File: config.mk
export PLATFORM = sky130hd
export DESIGN_NAME = pc_fetch_unit
export DESIGN_NICKNAME = d
export VERILOG_FILES = /design/src/rtl/mips_pkg.sv /design/src/rtl/pc_next_sel.sv /design/src/rtl/pc_fetch_unit.sv
export SDC_FILE = /design/constraint.sdc
export NUM_CORES = 1
export LEC_CHECK = 0
export ABC_AREA = 1
export BUFFER_PORTS_ARGS = -buffer_cell sky130_fd_sc_hd__buf_2
export CAP_MARGIN = 20
export CORE_ASPECT_RATIO = 1.75
export CORE_MARGIN = 2
export CORE_UTILIZATION = 35
export CTS_CLUSTER_SIZE = 16
export DETAILED_ROUTE_END_ITERATION = 8
export PLACE_DENSITY = 0.6
export SYNTH_ARGS = -nofsm -noshare
export SYNTH_HDL_FRONTEND = slang
export SYNTH_SLANG_ARGS = --single-unit
File: constraint.sdc
create_clock -name clk -period 3.54 [get_ports clk]
set_input_delay 0.531 -clock clk [delete_from_list [all_inputs] [get_ports clk]]
set_output_delay 0.531 -clock clk [all_outputs]
set_load 0.01 [all_outputs]
File: src/rtl/mips_pkg.sv
// Shared types for the MIPS datapath slice.
// Holds the PC FSM state encoding and the word type.
package mips_pkg;
   typedef enum logic [1:0] {BOOT, RUN, PEND} pc_state_t;
   typedef logic [31:0] word_t;
   localparam word_t PC_INC = 32'd4;
endpackage

File: src/rtl/pc_next_sel.sv
// Next-PC target formation and priority selection.
// Pure combinational: jump > branch > pending > pc+4.
module pc_next_sel
   import mips_pkg::*;
(
   input  logic [31:0] pc,
   input  logic [31:0] shifted_imm,
   input  logic [25:0] instr_index,
   input  logic        jump,
   input  logic        branch_taken,
   input  logic        pending_valid,
   input  logic [31:0] pending_target,
   output logic [31:0] pc_plus4,
   output logic [31:0] pc_branch,
   output logic [31:0] redirect_target,
   output logic [31:0] next_pc
);

   word_t jump_target;

   assign pc_plus4    = pc + PC_INC;
   assign pc_branch   = pc_plus4 + shifted_imm;
   assign jump_target = {pc_plus4[31:28], instr_index, 2'b00};

   assign redirect_target = jump ? jump_target : pc_branch;

   // Overlapping selects, so an ordered chain rather than a unique case.
   always_comb begin
      next_pc = pc_plus4;
      if (jump)
         next_pc = jump_target;
      else if (branch_taken)
         next_pc = pc_branch;
      else if (pending_valid)
         next_pc = pending_target;
   end

endmodule

File: src/rtl/pc_fetch_unit.sv
// PC register, fetch FSM and redirect buffering for the MIPS fetch path.
// Optional stall counter output enabled by PC_STALL_CNT_EN.
module pc_fetch_unit
   import mips_pkg::*;
#(
   parameter int          WIDTH    = 32,
   parameter logic [31:0] RESET_PC = 32'h0000_0000
) (
   input  logic             clk,
   input  logic             reset,
   input  logic             en,
   input  logic             imem_ready,
   input  logic             branch_taken,
   input  logic [WIDTH-1:0] shifted_imm,
   input  logic             jump,
   input  logic [25:0]      instr_index,
   output logic             fetch_valid,
   output logic [WIDTH-1:0] pc,
`ifdef PC_STALL_CNT_EN
   output logic [31:0]      stall_cycles,
`endif
   output logic [WIDTH-1:0] pc_plus4,
   output logic [WIDTH-1:0] pc_branch
);

   pc_state_t state;
   logic      pending_valid;
   word_t     pending_target;
   word_t     redirect_target;
   word_t     next_pc;
   logic      advance;

   assign advance = fetch_valid & en & imem_ready;

   pc_next_sel u_sel (
      .pc              (pc),
      .shifted_imm     (shifted_imm),
      .instr_index     (instr_index),
      .jump            (jump),
      .branch_taken    (branch_taken),
      .pending_valid   (pending_valid),
      .pending_target  (pending_target),
      .pc_plus4        (pc_plus4),
      .pc_branch       (pc_branch),
      .redirect_target (redirect_target),
      .next_pc         (next_pc)
   );

   always_ff @(posedge clk or posedge reset) begin
      if (reset) begin
         state          <= BOOT;
         pc             <= RESET_PC;
         fetch_valid    <= 1'b0;
         pending_valid  <= 1'b0;
         pending_target <= '0;
      end else begin
         unique case (state)
            BOOT: begin
               state       <= RUN;
               fetch_valid <= 1'b1;
            end
            RUN, PEND: begin
               if (advance) begin
                  pc            <= next_pc;
                  pending_valid <= 1'b0;
                  state         <= RUN;
               end else if (jump | branch_taken) begin
                  // Last redirect seen during a stall wins.
                  pending_target <= redirect_target;
                  pending_valid  <= 1'b1;
                  state          <= PEND;
               end
            end
            default: state <= BOOT;
         endcase
      end
   end

`ifdef PC_STALL_CNT_EN
   always_ff @(posedge clk or posedge reset) begin
      if (reset)
         stall_cycles <= '0;
      else if (fetch_valid && !advance && stall_cycles != 32'hFFFF_FFFF)
         stall_cycles <= stall_cycles + 32'd1;
   end
`endif

endmodule

# [Word-level counts from Yosys, hierarchy flattened]
# Index checks and enable logic that the tools add are counted.
[totals] reg_bits=68 latch_bits=0 mem_bits_rw=0 rom_bits=0 inputBits=64 output_inout_bits=97 word_cells=29 memories=0
[op_classes] n_addsub=2 n_mul=0 n_div=0 magnitude_cmp=0 n_eq_ne=3 shift=0 mux=9 n_bitwise=4 reduce_logical=6
[ops] cell="two-way mux 32 bit" n=4
[ops] cell="adder 32 x 3 -> 32 bit (second input constant)" n=1
[ops] cell="adder 32 bit" n=1
[ops] cell="two-way mux 2 bit" n=2
[ops] cell="case mux 2 bit (2 select lines)" n=1
[ops] cell="AND reduction 2 bit" n=2
[ops] cell="!= test 3 bit (second input constant)" n=1
[ops] cell="AND reduction 3 bit" n=1
[ops] cell="bitwise AND 1 bit" n=2
[ops] cell="equality test 2 x 1 -> 1 bit (second input constant)" n=1
[ops] cell="equality test 2 bit (second input constant)" n=1
[ops] cell="zero test 2 bit" n=1
[ops] cell="two-way mux 1 bit" n=2
[ops] cell="nonzero test 2 bit" n=1
[ops] cell="OR reduction 2 bit" n=1
[ops] cell="NOT 1 bit" n=1
[ops] cell="OR 1 bit" n=1

# [Depth between registers and ports, before layout]
# Gate-level depths: netlist of the first run.
[logic_depth] word_depth=4 depth_mapped=24 depth_no_buf=24

# [Cells and area by module]
# Synthesis of the first run repeated with hierarchy kept, for this count alone.
[hier_totals] hier_cells=1191 hier_area_um2=7055.5
[by_module_without_submodules] mod="pc_next_sel" instances=1 cells_per_inst=896 area_per_inst_um2=4428.0 seq_area_each_um2=0.0
[by_module_without_submodules] mod="pc_fetch_unit" instances=1 cells_per_inst=295 area_per_inst_um2=2627.5 seq_area_each_um2=1701.6

# [Worst setup path before layout of the first run]
# Ideal clock, no wire load.
[synth_path] path_type="reg2out" startpoint="register pc[2]" endpoint="output pc_branch[27]" arrival_ns=2.729 required_ns=3.009 slack_ns=0.280 stages_incl_launch_ff=18 n_path_buf=0 path_cell_list="dfrtp_1 -> ha_1 -> nand3_2 -> nor2_4 -> nand2_4 -> nor2_4 -> inv_1 -> o21ai_1 -> nand2_1 -> ha_1 -> inv_1 -> nor3_1 -> nand2_1 -> nor2_1 -> nand2_1 -> nand2_1 -> nand2_1 -> and2_1"
[synth_between] elab_chain_cells=2
[synth_lines] element="start, declared" line="pc_fetch_unit.sv:18" source="output logic [WIDTH-1:0] pc,"
[synth_lines] element="start signal, assigned" line="pc_fetch_unit.sv:64" source="pc <= next_pc;"
[synth_lines] element="adder 32 x 3 -> 32 bit" line="pc_next_sel.sv:21" source="assign pc_plus4 = pc + PC_INC;"
[synth_lines] element="net pc_plus4[20]" line="pc_fetch_unit.sv:22" source="output logic [WIDTH-1:0] pc_plus4,"
[synth_lines] element="adder 32 bit" line="pc_next_sel.sv:22" source="assign pc_branch = pc_plus4 + shifted_imm;"
[synth_lines] element="end, declared" line="pc_fetch_unit.sv:23" source="output logic [WIDTH-1:0] pc_branch"
# The timed path passes the listed nets, and every way through them passes these cells.

# [Worst setup path in the final report of the first run]
[layout_path] startpoint="register pc[2]" endpoint="output pc_branch[31]"
[layout_between] elab_chain_cells=2
[layout_lines] element="adder 32 x 3 -> 32 bit" line="pc_next_sel.sv:21"
[layout_lines] element="adder 32 bit" line="pc_next_sel.sv:22"
# Every way passes these cells.

==> results.rst, run 1 <==
.. list-table::
   :header-rows: 1

   * - Metric
     - Value
   * - Result of the run
     - finished, violations left
   * - Violated checks
     - negative setup slack
   * - Clock tree from TritonCTS
     - yes
   * - IR drop worst, VDD
     - 0.815 mV
   * - Clk root buf
     - clkbuf_16
   * - Maximum buffer depth of the clock tree
     - 2
   * - Setup Viol. Count Final
     - 11
   * - TNS Setup
     - -1040 ps
   * - Clock latency reported for the late side of the worst-skew pair
     - 340 ps
   * - Number of hold-slack violations in the final timing report
     - 0
   * - Post-route antenna net violation count
     - 0
   * - Min-delay worst type
     - input port to asynchronous set/reset pin
   * - H-tree Lvls
     - 3
   * - Peak Freq
     - 0.269 GHz
   * - Hold WS
     - 249 ps
   * - Global placement routability congestion
     - 0.914
   * - Flip-flop and latch count after synthesis
     - 68
   * - # port buffers
     - 160
   * - Area inside the core boundary
     - 19,700 um^2
   * - Register area share after synthesis
     - 0.244
   * - Area of the mapped netlist
     - a little under 7000 um^2
   * - Total wire length after detailed routing
     - 29,700 um
   * - Number of buffers added by the clock tree synthesis step
     - 9
   * - FF-to-FF End
     - pending_target[30]
   * - Number of global-route vias before repair
     - between 8,000 and 9,000
   * - Pin count of the biggest net entering global routing
     - 54
   * - DR iter-0 viols
     - 600
   * - Critical Path Max Stage Delay
     - 410 ps
   * - Critical-path maximum fanout
     - 5
   * - Critical path class
     - flop to output pin
   * - GRT Util Overall
     - 0.267
   * - Max-cap viol count
     - 0
   * - Worst path bufs/invs
     - 5
   * - CP dominant cell by count
     - nand2_2
   * - Ratio of cells with drive above 1 in the final layout
     - 0.385
   * - Leakage power of the design
     - around 5.5 nW
   * - Crit path capture type
     - output pin
   * - Cell count of the worst reg-to-reg path
     - 22
   * - Number of warning messages in the yosys log
     - 0
   * - Post-synthesis cell count
     - 1,164
   * - Worst EP arrival
     - roughly 3200 ps
   * - Average cell area after synthesis
     - 5.98 um^2
   * - Initial antenna violation count
     - 0
   * - Cells along the critical path
     - ha_4 -> nand3_4 -> nor2_4 -> nand2_4 -> buf_6 -> nor2_4 -> inv_2 -> o21ai_2 -> nand2_2 -> ha_4 -> inv_4 -> nor3_4 -> nand2_1 -> nand2_2 -> nand2_2 -> nand2_4 -> inv_2 -> nand2_2 -> nand2_2 -> nand2_4 -> buf_6
   * - Sink Count
     - 68
   * - Total power divided by cell area
     - between 1000 and 1500 nW/um^2
   * - Synth-to-layout area growth
     - 51.3%
   * - Beginning of the worst register-to-register path
     - pc[2]
   * - Global-route wire length before repair
     - about 44,000 um
   * - Placement Setup Slack
     - -45.4 ps
   * - Die area
     - about 21,000 um^2
   * - Final critical path time including I/O delays and setup
     - 3720 ps
   * - Fraction of synthesis flops using an asynchronous set or reset pin
     - 1.00
   * - Residual DRC count
     - 0
   * - Clock transition at path regs
     - 50 ps
   * - Final Cycle Share
     - 1.05
   * - Die X-Extent
     - ~110 um
   * - Leading register cell type out of synthesis
     - dfrtp_1
   * - Total vias in the final route
     - 8,640
   * - Routed met3 length
     - 1310 um
   * - Slack of the critical path
     - -184 ps
   * - Number of vias per cell
     - 5.11
   * - Routed metal-1 wire length
     - 10,800 um
   * - CP max-delay cell
     - dfrtp_1
   * - Tightest slew margin relative to the limit
     - 0.354
   * - Cell variety after synth
     - 46
   * - Nature of the critical path startpoint
     - flop
   * - Transition time of the tightest slew-check pin
     - 970 ps
   * - FP Rows
     - 68
   * - Y dimension of the die
     - 191 um
   * - Effective utilization at floorplan
     - 0.354
   * - DRT Pass-1 Iters
     - 5
   * - Count of nets after finishing
     - 1,547
   * - Worst-case register-to-register setup slack
     - 360 ps
   * - Max-slew violation count
     - 0
   * - Wire length per cell after detailed routing
     - 17.6 um
   * - Unrepaired setup endpoints after global routing
     - true
   * - Critical path's top delay family
     - simple AND/OR/NAND/NOR gates
   * - Wire length on met2
     - 15,800 um
   * - Diodes inserted
     - 0
   * - HPWL after detailed placement
     - approximately 23,000 um
   * - FILL cells
     - 1,952
   * - Total I/O pin count
     - 161
   * - Setup Skew
     - 8.55 ps
   * - Number of flops mapped to enable cells by yosys
     - 0
   * - Syn_nets
     - 1,269
   * - Highest routed metal layer
     - met4
   * - Gr ovfl total
     - 0
   * - Worst Path Required
     - approximately 3000 ps
==> sequential cells by signal (all words and copies together) (netlist names) <==
signal          count
pc                 32
fetch_valid         1
state               2
pending_valid       1
pending_target     32
==> tightest hold or removal path: stages <==
cell and delay [ps]:
buf_2 100, inv_2 40, buf_4 300
==> Yosys cell counts, types with 2 or more instances <==
cell | count | area, um^2
nand4_1 | 7 | 43.8
a41oi_1 | 5 | 43.8
nor2_1 | 104 | 390
o21a_1 | 2 | 15.0
xnor2_1 | 10 | 87.6
nand2_2 | 9 | 56.3
buf_1 | 4 | 15.0
or2_2 | 3 | 18.8
xor2_1 | 24 | 210
a2bb2oi_1 | 5 | 43.8
o2111ai_1 | 2 | 17.5
ha_1 | 40 | 500
nand3_2 | 4 | 40.0
o21ai_1 | 3 | 15.0
nand2_1 | 408 | 1530
nor2_2 | 4 | 25.0
and2_1 | 4 | 25.0
o21ai_0 | 34 | 170
nand3_1 | 75 | 375
a22oi_1 | 10 | 75.1
clkbuf_1 | 22 | 82.6
nor4_1 | 2 | 12.5
o21bai_1 | 3 | 22.5
a21oi_1 | 86 | 430
buf_4 | 2 | 15.0
o22a_1 | 3 | 26.3
a31oi_1 | 2 | 12.5
inv_1 | 172 | 646
nor2_4 | 5 | 56.3
dfrtp_1 | 68 | 1700
inv_2 | 6 | 22.5
buf_2 | 5 | 25.0
a21o_1 | 2 | 15.0
nor3_1 | 17 | 85.1
==> where the power goes <==
part	total (mW)	switching, mW	internal (mW)
registers	1.46	0.297	1.16
logic	9.71	5.64	4.07
clock network	0.874	0.338	0.535
==> through the flow <==
stage               std cells  utilization  total power, mW  area [um^2]
detailed placement       1634        0.441             9.11         8660
floorplan                1164            -             5.63         6960
global placement         1634        0.441             9.06         8660
CTS                      1671        0.498             11.0         9800
finish                   1690        0.536             12.0        10500
global route             1690        0.536             12.9        10500
==> cell type report <==
class,instances,area (um^2),area share
clock buffers,11,233,0.0221
clock inverters,3,40.0,0.00380
inverters,179,687,0.0652
multi-input cells,882,5600,0.531
flip-flops and latches,68,1700,0.162
well taps,245,307,0.0291
repair buffers,302,1970,0.187
==> worst max path at each step <==
stage | start | endpoint | slack, ps | cells past startpoint
after floorplan | pc[2] | pc_branch[27] | 280 | 17
after global placement | pc[9] | pc_branch[31] | -1 | 17
after detailed placement | pc[2] | pc_branch[31] | -50 | 21
after CTS | pc[2] | pc_branch[28] | -160 | 19
after global routing | pc[2] | pc_branch[31] | -340 | 21
final | pc[2] | pc_branch[31] | -180 | 21
==> logic make-up (layout without fill, tap and decap cells) <==
logic type | Yosys count | count (layout) | synth area share
adder cells (fa/ha/maj) | 41 | 41 | 0.0748
AND/OR/NAND/NOR | 645 | 645 | 0.386
flip-flops | 68 | 68 | 0.244
XOR/XNOR | 34 | 34 | 0.0428
buffers and inverters | 214 | 495 | 0.119
AO/OA/AOI/OAI | 162 | 162 | 0.133
==> cells in the final DEF, fill, tap and decap left out, types with 34 or more instances in the layout <==
cell     instances
nand2_1        334
nor2_1          82
inv_1          143
a21oi_1         74
nand3_1         68
o21ai_0         34
nand2_2         61
buf_2          150
dfrtp_1         66
buf_4          132
==> what timing repair did <==
item / CTS / global route
endpoints found under the setup margin: 21 / 23
hold buffers: 0 / 0
pin swaps: 40 / 60
buffers inserted: 23 / 21
gates resized for setup: 139 / 149
==> per-layer routing <==
layer,vias to the layer above,global-route usage
met5,-,0
met4,0,0.161
met3,66,0.0350
met2,292,0.495
met1,4083,0.285
li1,4199,-
Note: power is estimated with default switching activity, not from simulation.
==> run 2, diff against run 1 <==
Settings changed: GPL_TIMING_DRIVEN set to 0.
==> run 2 against run 1 <==
The run still ends with negative setup slack left. Clock skew increased by 2.2 ps. Cell area increased by 1.5%. Utilization increased by 0.82 points. Maximum frequency decreased by 1.9%. Total power increased by 3.3%. Hold slack got worse by 110 ps. Combinational power increased by 1%. Via count increased by 4.4%. Largest power group unchanged.
==> results.rst, run 2 (same netlist as run 1, synthesis figures left out) <==
.. list-table::
   :header-rows: 1

   * - Metric
     - Value
   * - Result of the run
     - finished, violations left
   * - Violated checks
     - negative setup slack
   * - Post-route total power
     - 12.4 mW (+3.3%)
   * - CP dominant cell by count
     - nand2_2
   * - H-tree Lvls
     - 3 (unchanged)
   * - Beginning of the worst register-to-register path
     - pc[3]
   * - Launching instance or port of the critical path
     - pc[3]
   * - Residual DRC count
     - 0 (unchanged)
   * - Effective utilization at floorplan
     - 0.354 (unchanged)
   * - Tightest slew margin relative to the limit
     - 0.456 (+0.103)
   * - Synth-to-layout area growth
     - 53.6%
   * - Area taken by multi-input logic gates
     - 5850 um^2 (+4.6%)
   * - Final Cycle Share
     - 1.07 (+0.0200)
   * - Min-delay worst type
     - input port to asynchronous set/reset pin
   * - Finished Layout Cells
     - 1,673 (-1.0%)
   * - Count of nets after finishing
     - 1,528 (-1.2%)
   * - Pin count of the biggest net entering global routing
     - 50 (-7.4%)
   * - Number of vias per cell
     - 5.39 (+5.4%)
   * - Critical path's top delay family
     - simple AND/OR/NAND/NOR gates
   * - IR drop worst, VDD
     - 0.790 mV (-3.0%)
   * - Clock tree from TritonCTS
     - yes
   * - Critical-path maximum fanout
     - 5 (unchanged)
   * - Critical Path Max Stage Delay
     - 440 ps (+30 ps)
   * - CP max-delay cell
     - dfrtp_2
   * - Leakage power of the design
     - 5.39 nW (-1.2%)
   * - Slack of the critical path
     - -255 ps (-70.8 ps)
   * - Diodes inserted
     - 0 (unchanged)
   * - Setup Viol. Count Final
     - 19 (+8)
   * - Worst path bufs/invs
     - 2 (-3)
   * - Number of hold-slack violations in the final timing report
     - 0 (unchanged)
   * - Global-route wire length before repair
     - 47,700 um (+9.3%)
   * - Critical path class
     - flop to output pin
   * - Number of buffers added by the clock tree synthesis step
     - 9 (unchanged)
   * - Transition time of the tightest slew-check pin
     - 816 ps (-154 ps)
   * - DR iter-0 viols
     - 705 (+18%)
   * - Post-route antenna net violation count
     - 0 (unchanged)
   * - Number of global-route vias before repair
     - 8,633 (+5.9%)
   * - Setup Skew
     - 10.7 ps (+2.19 ps)
   * - Clk root buf
     - clkbuf_16
   * - Total vias in the final route
     - 9,019 (+4.4%)
   * - FILL cells
     - 1,892 (-3.1%)
   * - Total wire length after detailed routing
     - 32,600 um (+9.9%)
   * - Wire length per cell after detailed routing
     - 19.5 um (+11%)
   * - Maximum buffer depth of the clock tree
     - 2 (unchanged)
   * - GRT Util Overall
     - 0.294 (+0.0278)
   * - Sink Count
     - 68 (unchanged)
   * - Unrepaired setup endpoints after global routing
     - true
   * - Gr ovfl total
     - 0 (unchanged)
   * - DRT Pass-1 Iters
     - 5 (unchanged)
   * - Leading cell type in the layout, fill and taps excluded
     - nand2_1
   * - Worst EP arrival
     - 3260 ps (+70 ps)
   * - Die area
     - 21,100 um^2 (unchanged)
   * - # port buffers
     - 159 (-0.63%)
   * - Max-cap viol count
     - 0 (unchanged)
   * - Ratio of cells with drive above 1 in the final layout
     - 0.388 (+0.00318)
   * - Global placement routability congestion
     - 0.958 (+4.9%)
   * - Worst-case register-to-register setup slack
     - 180 ps (-180 ps)
   * - Die X-Extent
     - 111 um (unchanged)
   * - Crit path capture type
     - output pin
   * - Biggest registers after layout
     - pc: 32 flops, pending_target: 32 flops, state: 2 flops
   * - Hold buffer count at cts
     - 0 (unchanged)
   * - Clock latency reported for the late side of the worst-skew pair
     - 350 ps (about the same)
   * - Worst Path Required
     - 3010 ps (about the same)
   * - Register cell area after layout
     - 1720 um^2 (+0.88%)
   * - Peak Freq
     - 0.264 GHz (-1.9%)
   * - FP Rows
     - 68 (unchanged)
   * - Nature of the critical path startpoint
     - flop
   * - Leading cell types in the layout, fill and taps excluded
     - nand2_1, buf_2, inv_1, nor2_1, buf_4
   * - Final critical path time including I/O delays and setup
     - 3790 ps (+70.8 ps)
   * - HPWL after detailed placement
     - 24,000 um (+5.6%)
   * - Final Core Density
     - 0.544 (+0.00821)
   * - Inst Count DP
     - 1,569 (-4.0%)
   * - Cells along the critical path
     - ha_4 -> nand3_4 -> nor2_4 -> nand2_4 -> nor2_4 -> xor2_4 -> inv_2 -> ha_4 -> nand2_2 -> nand2_2 -> nand2_2 -> nand2_4 -> a21oi_2 -> nor2_1 -> nor2_2 -> nand2_1 -> nand2_2 -> and2_4 -> buf_6
   * - Total power divided by cell area
     - 1160 nW/um^2 (+1.8%)
   * - Y dimension of the die
     - 191 um (unchanged)
   * - Area inside the core boundary
     - 19,700 um^2 (unchanged)
   * - Clock transition at path regs
     - 60 ps (about the same)
   * - Initial antenna violation count
     - 0 (unchanged)
   * - Total I/O pin count
     - 161 (unchanged)
   * - Max-slew violation count
     - 0 (unchanged)
run 2: cell types whose count changed in the layout (fill, tap and decap cells not counted), sizes merged:
cell,previous run,this run
clkinvlp,0,2
buf,302,260
bufinv,1,3
clkbuf,11,32
run 2: report_power, final:
group | internal [mW] | switching [mW] | total, mW
Sequential | 1.17 | 0.398 | 1.57
Combinational | 3.95 | 5.86 | 9.81
Clock | 0.686 | 0.373 | 1.06
run 2: cell type report:
type,count,share of cell area
tap,245,0.0287
inverter,179,0.0640
timing repair buffer,248,0.153
clock inverter,7,0.0108
sequential,68,0.161
buffer,35,0.0146
clock buffer,9,0.0211
multi-input combinational,882,0.547
run 2: final timing paths:
path                                 endpoint  cells after the start
max                             pc_branch[27]                     19
min                                     pc[2]                      2
max reg2reg                pending_target[13]                     22
min reg2reg                pending_target[25]                      2
max in group asynchronous              pc[18]                      3
min in group clk                        pc[2]                      3
run 2: what timing repair did:
| action | CTS | global route |
|---|---|---|
| hold endpoints to repair | 0 | 0 |
| buffers inserted | 49 | 39 |
| gates resized for setup | 213 | 133 |
| endpoints found under the setup margin | 56 | 25 |
| gates cloned | 0 | 0 |
| pin swaps | 74 | 88 |
run 2: layer usage:
| metal | share of wire | up-vias | wire, um | global-route usage |
|---|---|---|---|---|
| met5 | 0 | - | 0 | 0 |
| met4 | 0.11 | 0 | 3560 | 0.248 |
| met2 | 0.48 | 515 | 15700 | 0.512 |
| li1 | - | 4181 | - | - |
| met1 | 0.34 | 4154 | 11200 | 0.312 |
| met3 | 0.065 | 169 | 2120 | 0.0432 |
run 2: stage by stage:
step                      hold slack [ps]  instance area, um^2  setup WS [ps]  setup TNS, ps
after CTS                             150                 9830           -265          -2960
after global routing                  160                10700           -335          -4420
after detailed placement              466                 8090           -617         -13060
after global placement                459                 8060           -604         -12390
after floorplan                       444                 6960            280              0
final                                 139                10700           -255          -2510
run 2: worst register-to-register path, delay by kind of cell, from the launching register on:
family,cells,cell delay [ps]
AOI/OAI and AO/OA,2,260
DFF,1,440
xor gates and xnor gates,2,440
adders and majority gates,2,420
buffers and inverters,6,660
and+or+nand+nor,10,1040
